`src/rtl/if_pkg.sv`:
```
// Shared types and constants for the instruction fetch queue.
// Sized for a 32-bit RISC-V fetch path.
package if_pkg;

    localparam int XLEN = 32;
    localparam logic [XLEN-1:0] NOP_INSTR = 32'h0000_0013;
    localparam int DEF_DEPTH = 4;

    typedef struct packed {
        logic [XLEN-1:2] pc;
        logic [XLEN-1:0] instr;
        logic            filled;
    } fetch_entry_t;

endpackage

```
`src/rtl/if_fetch_ring.sv`:
```
// Ring of fetch entries with alloc/fill/read pointers.
// Pointers carry an extra wrap bit so full and empty are distinct.
module if_fetch_ring
    import if_pkg::*;
#(
    parameter  int DEPTH = DEF_DEPTH,
    localparam int PTRW  = $clog2(DEPTH)
) (
    input  logic            clk_i,
    input  logic            rst_ni,
    input  logic            clear_i,
    input  logic            alloc_i,
    input  logic [XLEN-1:0] alloc_pc_i,
    input  logic            fill_i,
    input  logic [XLEN-1:0] fill_instr_i,
    input  logic            pop_i,
    output logic [PTRW:0]   used_o,
    output logic [PTRW:0]   pending_o,
    output logic            head_filled_o,
    output logic [XLEN-1:0] head_instr_o,
    output logic [XLEN-1:0] head_pc_o
);

    fetch_entry_t mem_q [DEPTH];

    logic [PTRW:0] alloc_q, alloc_d;
    logic [PTRW:0] fill_q, fill_d;
    logic [PTRW:0] rd_q, rd_d;

    logic [PTRW-1:0] a_idx, f_idx, r_idx;
    fetch_entry_t    head;

    assign a_idx = alloc_q[PTRW-1:0];
    assign f_idx = fill_q[PTRW-1:0];
    assign r_idx = rd_q[PTRW-1:0];

    assign used_o    = alloc_q - rd_q;
    assign pending_o = alloc_q - fill_q;

    assign head          = mem_q[r_idx];
    assign head_filled_o = head.filled;
    assign head_instr_o  = head.instr;
    assign head_pc_o     = {head.pc, 2'b00};

    always_comb begin
        alloc_d = alloc_q;
        fill_d  = fill_q;
        rd_d    = rd_q;
        if (clear_i) begin
            alloc_d = '0;
            fill_d  = '0;
            rd_d    = '0;
        end else begin
            if (alloc_i) alloc_d = alloc_q + 1'b1;
            if (fill_i)  fill_d  = fill_q + 1'b1;
            if (pop_i)   rd_d    = rd_q + 1'b1;
        end
    end

    always_ff @(posedge clk_i or negedge rst_ni) begin
        if (!rst_ni) begin
            alloc_q <= '0;
            fill_q  <= '0;
            rd_q    <= '0;
        end else begin
            alloc_q <= alloc_d;
            fill_q  <= fill_d;
            rd_q    <= rd_d;
        end
    end

    // Alloc and fill never target the same slot: that needs pending == 0.
    always_ff @(posedge clk_i or negedge rst_ni) begin
        if (!rst_ni) begin
            for (int i = 0; i < DEPTH; i++) begin
                mem_q[i] <= '{pc: '0, instr: NOP_INSTR, filled: 1'b0};
            end
        end else if (!clear_i) begin
            if (alloc_i) begin
                mem_q[a_idx].pc     <= alloc_pc_i[XLEN-1:2];
                mem_q[a_idx].filled <= 1'b0;
            end
            if (fill_i) begin
                mem_q[f_idx].instr  <= fill_instr_i;
                mem_q[f_idx].filled <= 1'b1;
            end
        end
    end

endmodule

```
`src/rtl/if_fetch_queue.sv`:
```
// Fetch queue between the PC stage, the ICache and Decode.
// Pairs in-order ICache responses with their PCs; drops stale ones after a flush.
module if_fetch_queue
    import if_pkg::*;
#(
    parameter  int DEPTH = DEF_DEPTH,
    localparam int PTRW  = $clog2(DEPTH)
) (
    input  logic        iCLK,
    input  logic        iRSTn,
    input  logic [31:0] iPCADDR,
    output logic        oStallI,
    input  logic        iFlush,
    output logic        oICReq,
    output logic [31:0] oICAddr,
    input  logic        iICGnt,
    input  logic        iICRvalid,
    input  logic [31:0] iICRdata,
    output logic        oValid,
    output logic [31:0] oInstr,
    output logic [31:0] oInstrPC,
    input  logic        iIDReady
);

    localparam int DW = PTRW + 2;

    logic [PTRW:0] used, pending;
    logic [DW-1:0] disc_q, disc_d, disc_sum;
    logic          full, alloc, fill, pop;
    logic          head_filled;

    // used never exceeds DEPTH, so its top bit alone marks full.
    assign full    = used[PTRW];
    assign oICReq  = iRSTn & ~full & ~iFlush;
    assign alloc   = oICReq & iICGnt;
    assign oStallI = ~iRSTn | (~alloc & ~iFlush);
    assign oICAddr = {iPCADDR[31:2], 2'b00};

    assign oValid = iRSTn & ~iFlush & head_filled & (used != '0);
    assign pop    = oValid & iIDReady;
    assign fill   = iICRvalid & ~iFlush & (disc_q == '0)
                  & (pending != '0);

    always_comb begin
        disc_sum = disc_q + DW'(pending);
        disc_d   = disc_q;
        if (iFlush) begin
            disc_d = disc_sum;
            if (iICRvalid && disc_sum != '0) disc_d = disc_sum - 1'b1;
        end else if (iICRvalid && disc_q != '0) begin
            disc_d = disc_q - 1'b1;
        end
    end

    always_ff @(posedge iCLK or negedge iRSTn) begin
        if (!iRSTn) disc_q <= '0;
        else        disc_q <= disc_d;
    end

    if_fetch_ring #(
        .DEPTH (DEPTH)
    ) u_ring (
        .clk_i         (iCLK),
        .rst_ni        (iRSTn),
        .clear_i       (iFlush),
        .alloc_i       (alloc),
        .alloc_pc_i    (oICAddr),
        .fill_i        (fill),
        .fill_instr_i  (iICRdata),
        .pop_i         (pop),
        .used_o        (used),
        .pending_o     (pending),
        .head_filled_o (head_filled),
        .head_instr_o  (oInstr),
        .head_pc_o     (oInstrPC)
    );

    a_no_orphan_rsp: assert property (
        @(posedge iCLK) disable iff (!iRSTn)
        !(iICRvalid && pending == '0 && disc_q == '0)
    );

endmodule

```
`config.mk`:
```
export PLATFORM = sky130hd
export DESIGN_NAME = if_fetch_queue
export DESIGN_NICKNAME = d
export VERILOG_FILES = /design/src/rtl/if_pkg.sv /design/src/rtl/if_fetch_ring.sv /design/src/rtl/if_fetch_queue.sv
export SDC_FILE = /design/constraint.sdc
export NUM_CORES = 1
export LEC_CHECK = 0
export ABC_AREA = 1
export CAP_MARGIN = 10
export CORE_MARGIN = 2
export CORE_UTILIZATION = 37
export CTS_CLUSTER_SIZE = 28
export DETAILED_ROUTE_END_ITERATION = 6
export HOLD_SLACK_MARGIN = 0.12
export PLACE_DENSITY = 0.56
export SKIP_CTS_REPAIR_TIMING = 1
export SYNTH_ARGS = -nofsm -noshare
export SYNTH_HDL_FRONTEND = slang
export SYNTH_SLANG_ARGS = --single-unit
```
`constraint.sdc`:
```
create_clock -name iCLK -period 5.2 [get_ports iCLK]
set_input_delay 0.52 -clock iCLK [delete_from_list [all_inputs] [get_ports iCLK]]
set_output_delay 0.52 -clock iCLK [all_outputs]
set_load 0.005 [all_outputs]
```
=== Word level (Yosys, flattened, before mapping) ===
Index checks and enable logic that the tools add are counted.

* Bitwise logic cells: 19
* Mux-type cells: 27
* Magnitude comparators: 5
* Reduce and logical (&&, ||, !) cells: 13
* $add $sub $neg: 8

{| class="wikitable"
|+ Operators with widths
! operator !! number
|-
| 252-bit bitwise mux || 4
|-
| 252-bit two-way mux || 3
|-
| 63-bit demux with 2-bit select || 4
|-
| 63-bit two-way mux || 3
|-
| 63-bit binary-select mux with 2-bit select || 1
|-
| 33-bit two-way mux || 1
|-
| 3-bit two-way mux || 6
|-
| 4-bit two-way mux || 3
|-
| 1-bit AND || 11
|-
| 3-bit by 1-bit adder with 3-bit output, second input constant || 3
|-
| 3-bit greater-or-equal comparator, second input constant || 3
|-
| 2-bit NOT with 3-bit output || 3
|-
| 2-bit nonzero test || 4
|-
| 4-bit nonzero test || 2
|-
| 4-bit by 1-bit subtractor with 4-bit output, second input constant || 2
|-
| 3-bit by 1-bit less-than comparator with 1-bit output, second input constant || 2
|-
| 3-bit nonzero test || 2
|-
| 3-bit subtractor || 2
|-
| 4-bit by 3-bit adder with 4-bit output || 1
|-
| 1-bit logical AND || 4
|-
| 4-bit logical NOT || 1
|-
| 1-bit NOT || 4
|-
| 1-bit two-way mux || 2
|-
| 1-bit bitwise OR || 1
|}

* Logic and storage cells: 88
* Bits in registers: 265
* Input port bits: 70

=== Logic depth before layout (Yosys ltp) ===
* Word-level depth: 12
* Mapped depth: 18
* Gate-level depth less buffers: 18

=== Modules after synthesis ===
Synthesis repeated with hierarchy kept, for this count alone.

* Cell total of the unflattened synthesis: 2,038
* Area total of the unflattened synthesis: 14,336.2 µm²

{| class="wikitable"
|+ By module, submodules not included
! module !! area each (µm²) !! times used !! cells an instance
|-
| if_fetch_ring || 13,529.2 || 1 || 1,918
|-
| if_fetch_queue || 807.0 || 1 || 120
|}

=== Worst setup path after synthesis ===
Ideal clock, no wire load.

* Path type: reg-to-reg
* Start: register u_ring.alloc_q[0]
* End: register disc_q[2]
* Library setup time: 117 ps
* Slack: 2,588 ps
* Clock period less this slack: 2,612 ps
* Cell stages (with the launch flop): 17
* Required time: 5,083 ps
* Arrival: 2,495 ps
* Path buffers: 0
* Cell sequence: dfrtp_1 > inv_1 > ha_1 > inv_1 > fa_1 > fa_1 > inv_1 > ha_1 > inv_1 > nor2_1 > nand3_1 > nand2_1 > inv_1 > nand2_1 > nand3_1 > nand2_1 > nand2_1

* Word-level cells in the longest chain between the ends: 6

{| class="wikitable"
|+ RTL lines
! element !! RTL line !! RTL
|-
| start: declaration || if_fetch_ring.sv:26 || <nowiki>logic [PTRW:0] alloc_q, alloc_d;</nowiki>
|-
| start signal: assignment || if_fetch_ring.sv:66 || <nowiki>alloc_q <= alloc_d;</nowiki>
|-
| 3-bit subtractor (*) || if_fetch_ring.sv:38 || <nowiki>assign pending_o = alloc_q - fill_q;</nowiki>
|-
| 4-bit by 3-bit adder with 4-bit output (*) || if_fetch_queue.sv:45 || <nowiki>disc_sum = disc_q + DW'(pending);</nowiki>
|-
| branches (longest 2 deep; another with 4-bit by 1-bit subtractor with 4-bit output) || -- ||
|-
| 4-bit two-way mux (*) || if_fetch_queue.sv:49 || <nowiki>if (iICRvalid && disc_sum != '0) disc_d = disc_sum - 1'b1;</nowiki>
|-
| 4-bit two-way mux (*) || if_fetch_queue.sv:47 || <nowiki>if (iFlush) begin</nowiki>
|-
| end signal: assignment || if_fetch_queue.sv:57 || <nowiki>else disc_q <= disc_d;</nowiki>
|-
| end: declaration || if_fetch_queue.sv:28 || <nowiki>logic [DW-1:0] disc_q, disc_d, disc_sum;</nowiki>
|}

Every way passes the cells marked *.
A chain may end at the register's enable or synchronous reset.

=== Final worst setup path ===
* Start: register u_ring.rd_q[0]
* End: output port oInstr[0]

* Word-level cells in the longest chain between the ends: 4

{| class="wikitable"
|+ RTL lines
! element !! RTL line !! RTL
|-
| start: declaration || if_fetch_ring.sv:28 || <nowiki>logic [PTRW:0] rd_q, rd_d;</nowiki>
|-
| start signal: assignment || if_fetch_ring.sv:68 || <nowiki>rd_q <= rd_d;</nowiki>
|-
| 2-bit NOT with 3-bit output (implied by the code) || if_fetch_ring.sv:40 || <nowiki>assign head = mem_q[r_idx];</nowiki>
|-
| 63-bit binary-select mux with 2-bit select || if_fetch_ring.sv:40 ||
|-
| 63-bit two-way mux (implied by the code) (2 in series) || if_fetch_ring.sv:40 ||
|-
| end: declaration || if_fetch_queue.sv:20 || <nowiki>output logic [31:0] oInstr,</nowiki>
|}

Every way passes these cells. The select of a mux whose other input is x is not followed.

==> flow_metrics.tcl <==
set metrics [dict create \
    cp_data_required_time_ns 4.68 \
    path_clk_slew_ns 0.06 \
    use_met2_pct 31.6 \
    drt_iter0_markers 647 \
    dpl.hpwl_mm 18.7 \
    drc 0 \
    grt_max_degree 85 \
    grt_pass1_wl_mm 54.9 \
    leakage_nw 7.60 \
    grtUsageTotal_pct 18.8 \
    grtUsageMet1_pct 25.5 \
    cp_data_arrival_time_ns 3.41 \
    irDropWorstVdd_mv 0.267 \
    status "finished clean" \
    ys_warn_count 0 \
    hold_path_depth 2 \
    use_met3_pct 3.36 \
    via_per_inst 4.94 \
    htreeDepth 1 \
    syn_inst 1542 \
    area_growth_pct 19.8 \
    grt.busiest_layer "met2" \
    r2r-start "u_ring.alloc_q[0]" \
    num-nets-final 1714 \
    clk_path_buf_depth 3 \
    tritoncts "done" \
    reg2reg_depth 12 \
    cap_violations 0 \
    grt_overflow 0 \
    holdWs_ns 0.463 \
    setup_tns_ns 0 \
    totalWireLength_mm 33.9 \
    tritoncts.num_buffers 30 \
    pin_count 169 \
    cp-start-kind "register" \
    wl_per_cell_um 16.1 \
    relSlewSlack_pct 35.4 \
    drive_above_1_share_pct 8.32 \
    path_class "register to primary output" \
    die-width_um 190 \
    grt_setup_unrepaired "false" \
    syn_area_sq_mm 0.0128 \
    chipHeight_um 190 \
    fmax_mhz 255 \
    post-route-period-util_pct 75.5 \
    ys_types 38 \
    min_to "u_ring.mem_q[1]" \
    port-buffer-count 162 \
    ctsRootBufferMaster "clkbuf_16" \
    ys_seq_area_share_pct 51.9 \
    setup_viol 0 \
    syn_area_per_cell_sq_um 8.30 \
    power_density_mw_per_mm2 379 \
    gp_congestion 0.786 \
    critPathMaxFanout 79 \
    ant_nets 0 \
    first_global_vias 10100 \
    final.setup_skew_ns 0.0218 \
    row_count 68 \
    drtPass1Iterations 5 \
    die_area_sq_mm 0.0361 \
    vias 10400 \
    synth_seq_cells 265 \
    antennaDiodeCount 0 \
    slew_viol_final 0 \
    hp-class "register to register" \
    finalCriticalPeriod_ns 3.93 \
    cts_num_sinks 265 \
    min_from "u_ring.mem_q[1]" \
    rrSetupSlack_ns 1.89 \
    hold_violations 0 \
    start_util_pct 37.3 \
    clock_latency_ns 0.55 \
    worst_pin_slew_ns 0.969 \
    reg2reg_to "u_ring.mem_q[133]" \
    critPathCaptureType "primary output" \
    grt_antenna_before_repair 0 \
    core_area_sq_mm 0.0343 \
]
==> state kept, by name (all words and copies together), names as in the netlist <==
signal,count
u_ring.rd_q,3
u_ring.alloc_q,3
disc_q,4
u_ring.fill_q,3
u_ring.mem_q,252
==> critical path: stages (launching register included) <==
cell and delay, ns:
dfrtp_4 0.79, inv_4 0.71, buf_12 0.36, o21ai_0 0.12
o22ai_1 0.25, clkdlybuf4s50_1 0.57
==> placed cells by master (no fill, tap or decap), drive strengths merged <==
master         netlist  routed
a21o                 1       1
a21oi                2       2
a31oi                1       1
and2                 1       1
and3                 1       1
buf                 83      12
bufinv               0       3
clkbuf              44      43
clkdlybuf4s50        0     161
clkinv               1       9
conb                 1       4
dfrtp              253     253
dfstp               12      12
dlygate4sd3          0       1
fa                   3       3
ha                  17      17
inv                 64      65
nand2              531     531
nand3               18      18
nand4                2       2
nor2               147     147
nor3                 3       3
o21ai              290     290
o21bai               1       1
o22ai               62      62
or2                  2       2
xnor2                2       2
==> synthesized netlist by cell type (all sizes together) <==
| cell | instances | area share (%) |
|---|---|---|
| nor3 | 3 | 0.16 |
| nor2 | 147 | 4.4 |
| o22ai | 62 | 3.0 |
| a21o | 1 | 0.059 |
| clkinv | 1 | 0.029 |
| o21bai | 1 | 0.059 |
| inv | 64 | 2.0 |
| xnor2 | 2 | 0.14 |
| a31oi | 1 | 0.049 |
| conb | 1 | 0.029 |
| o21ai | 290 | 12 |
| dfstp | 12 | 2.5 |
| and2 | 1 | 0.068 |
| clkbuf | 44 | 1.3 |
| or2 | 2 | 0.098 |
| buf | 83 | 5.2 |
| nand4 | 2 | 0.098 |
| nand3 | 18 | 0.84 |
| ha | 17 | 1.7 |
| fa | 3 | 0.47 |
| a21oi | 2 | 0.078 |
| nand2 | 531 | 16 |
| dfrtp | 253 | 49 |
| and3 | 1 | 0.049 |
==> logic make-up after synthesis <==
family	Yosys count	share of synthesized area, %
AOI/OAI and AO/OA	357	15.7
xor gates and xnor gates	2	0.137
adders and majority gates	20	2.13
buffers and inverters	192	8.42
DFF	265	51.9
other	1	0.0293
and+or+nand+nor	705	21.7
==> metrics by stage <==
step / cell area, sq um / utilization (%) / instances / total power [mW] / setup slack, ns
after floorplan: 12800 / - / 1545 / 3.13 / 2.59
after global placement: 14300 / 41.7 / 2046 / 3.65 / 1.78
after detailed placement: 14300 / 41.7 / 2046 / 3.67 / 1.77
after CTS: 15300 / 44.7 / 2101 / 5.89 / 1.20
after global routing: 15300 / 44.7 / 2102 / 6.14 / 1.07
final: 15300 / 44.7 / 2102 / 5.82 / 1.27
==> worst max-delay path by stage <==
stage / slack (ns) / from / depth (start not counted) / end
5_1_grt: 1.07 / u_ring.rd_q[0] / 5 / oInstr[12]
6_report: 1.27 / u_ring.rd_q[0] / 5 / oInstr[0]
3_3_place_gp: 1.78 / u_ring.rd_q[0] / 5 / oInstr[28]
4_1_cts: 1.20 / u_ring.rd_q[0] / 5 / oInstr[28]
2_1_floorplan: 2.59 / u_ring.alloc_q[0] / 16 / disc_q[2]
3_5_place_dp: 1.77 / iFlush / 8 / u_ring.mem_q[212]
==> layout make-up <==
class | count | area, sq um
clock buffer | 43 | 901
clock inverter | 12 | 135
fill | 3408 | 19000
inverter | 65 | 256
multi-input combinational | 1088 | 5090
sequential | 265 | 6650
tap | 455 | 569
timing repair buffer | 174 | 1730
==> report_power, final <==
group	switching [mW]	leakage, nW	total [mW]	internal (mW)
combinational	0.590	3.51	1.16	0.569
sequential	0.159	3.57	2.46	2.31
clock	0.853	0.522	2.20	1.34
==> metal layers <==
| layer | vias up | wire, um |
|---|---|---|
| met5 | - | 0 |
| met2 | 260 | 15800 |
| li1 | 5126 | - |
| met3 | 41 | 1960 |
| met1 | 4948 | 15600 |
| met4 | 0 | 617 |
No activity file was read; power rests on OpenSTA's default activity.
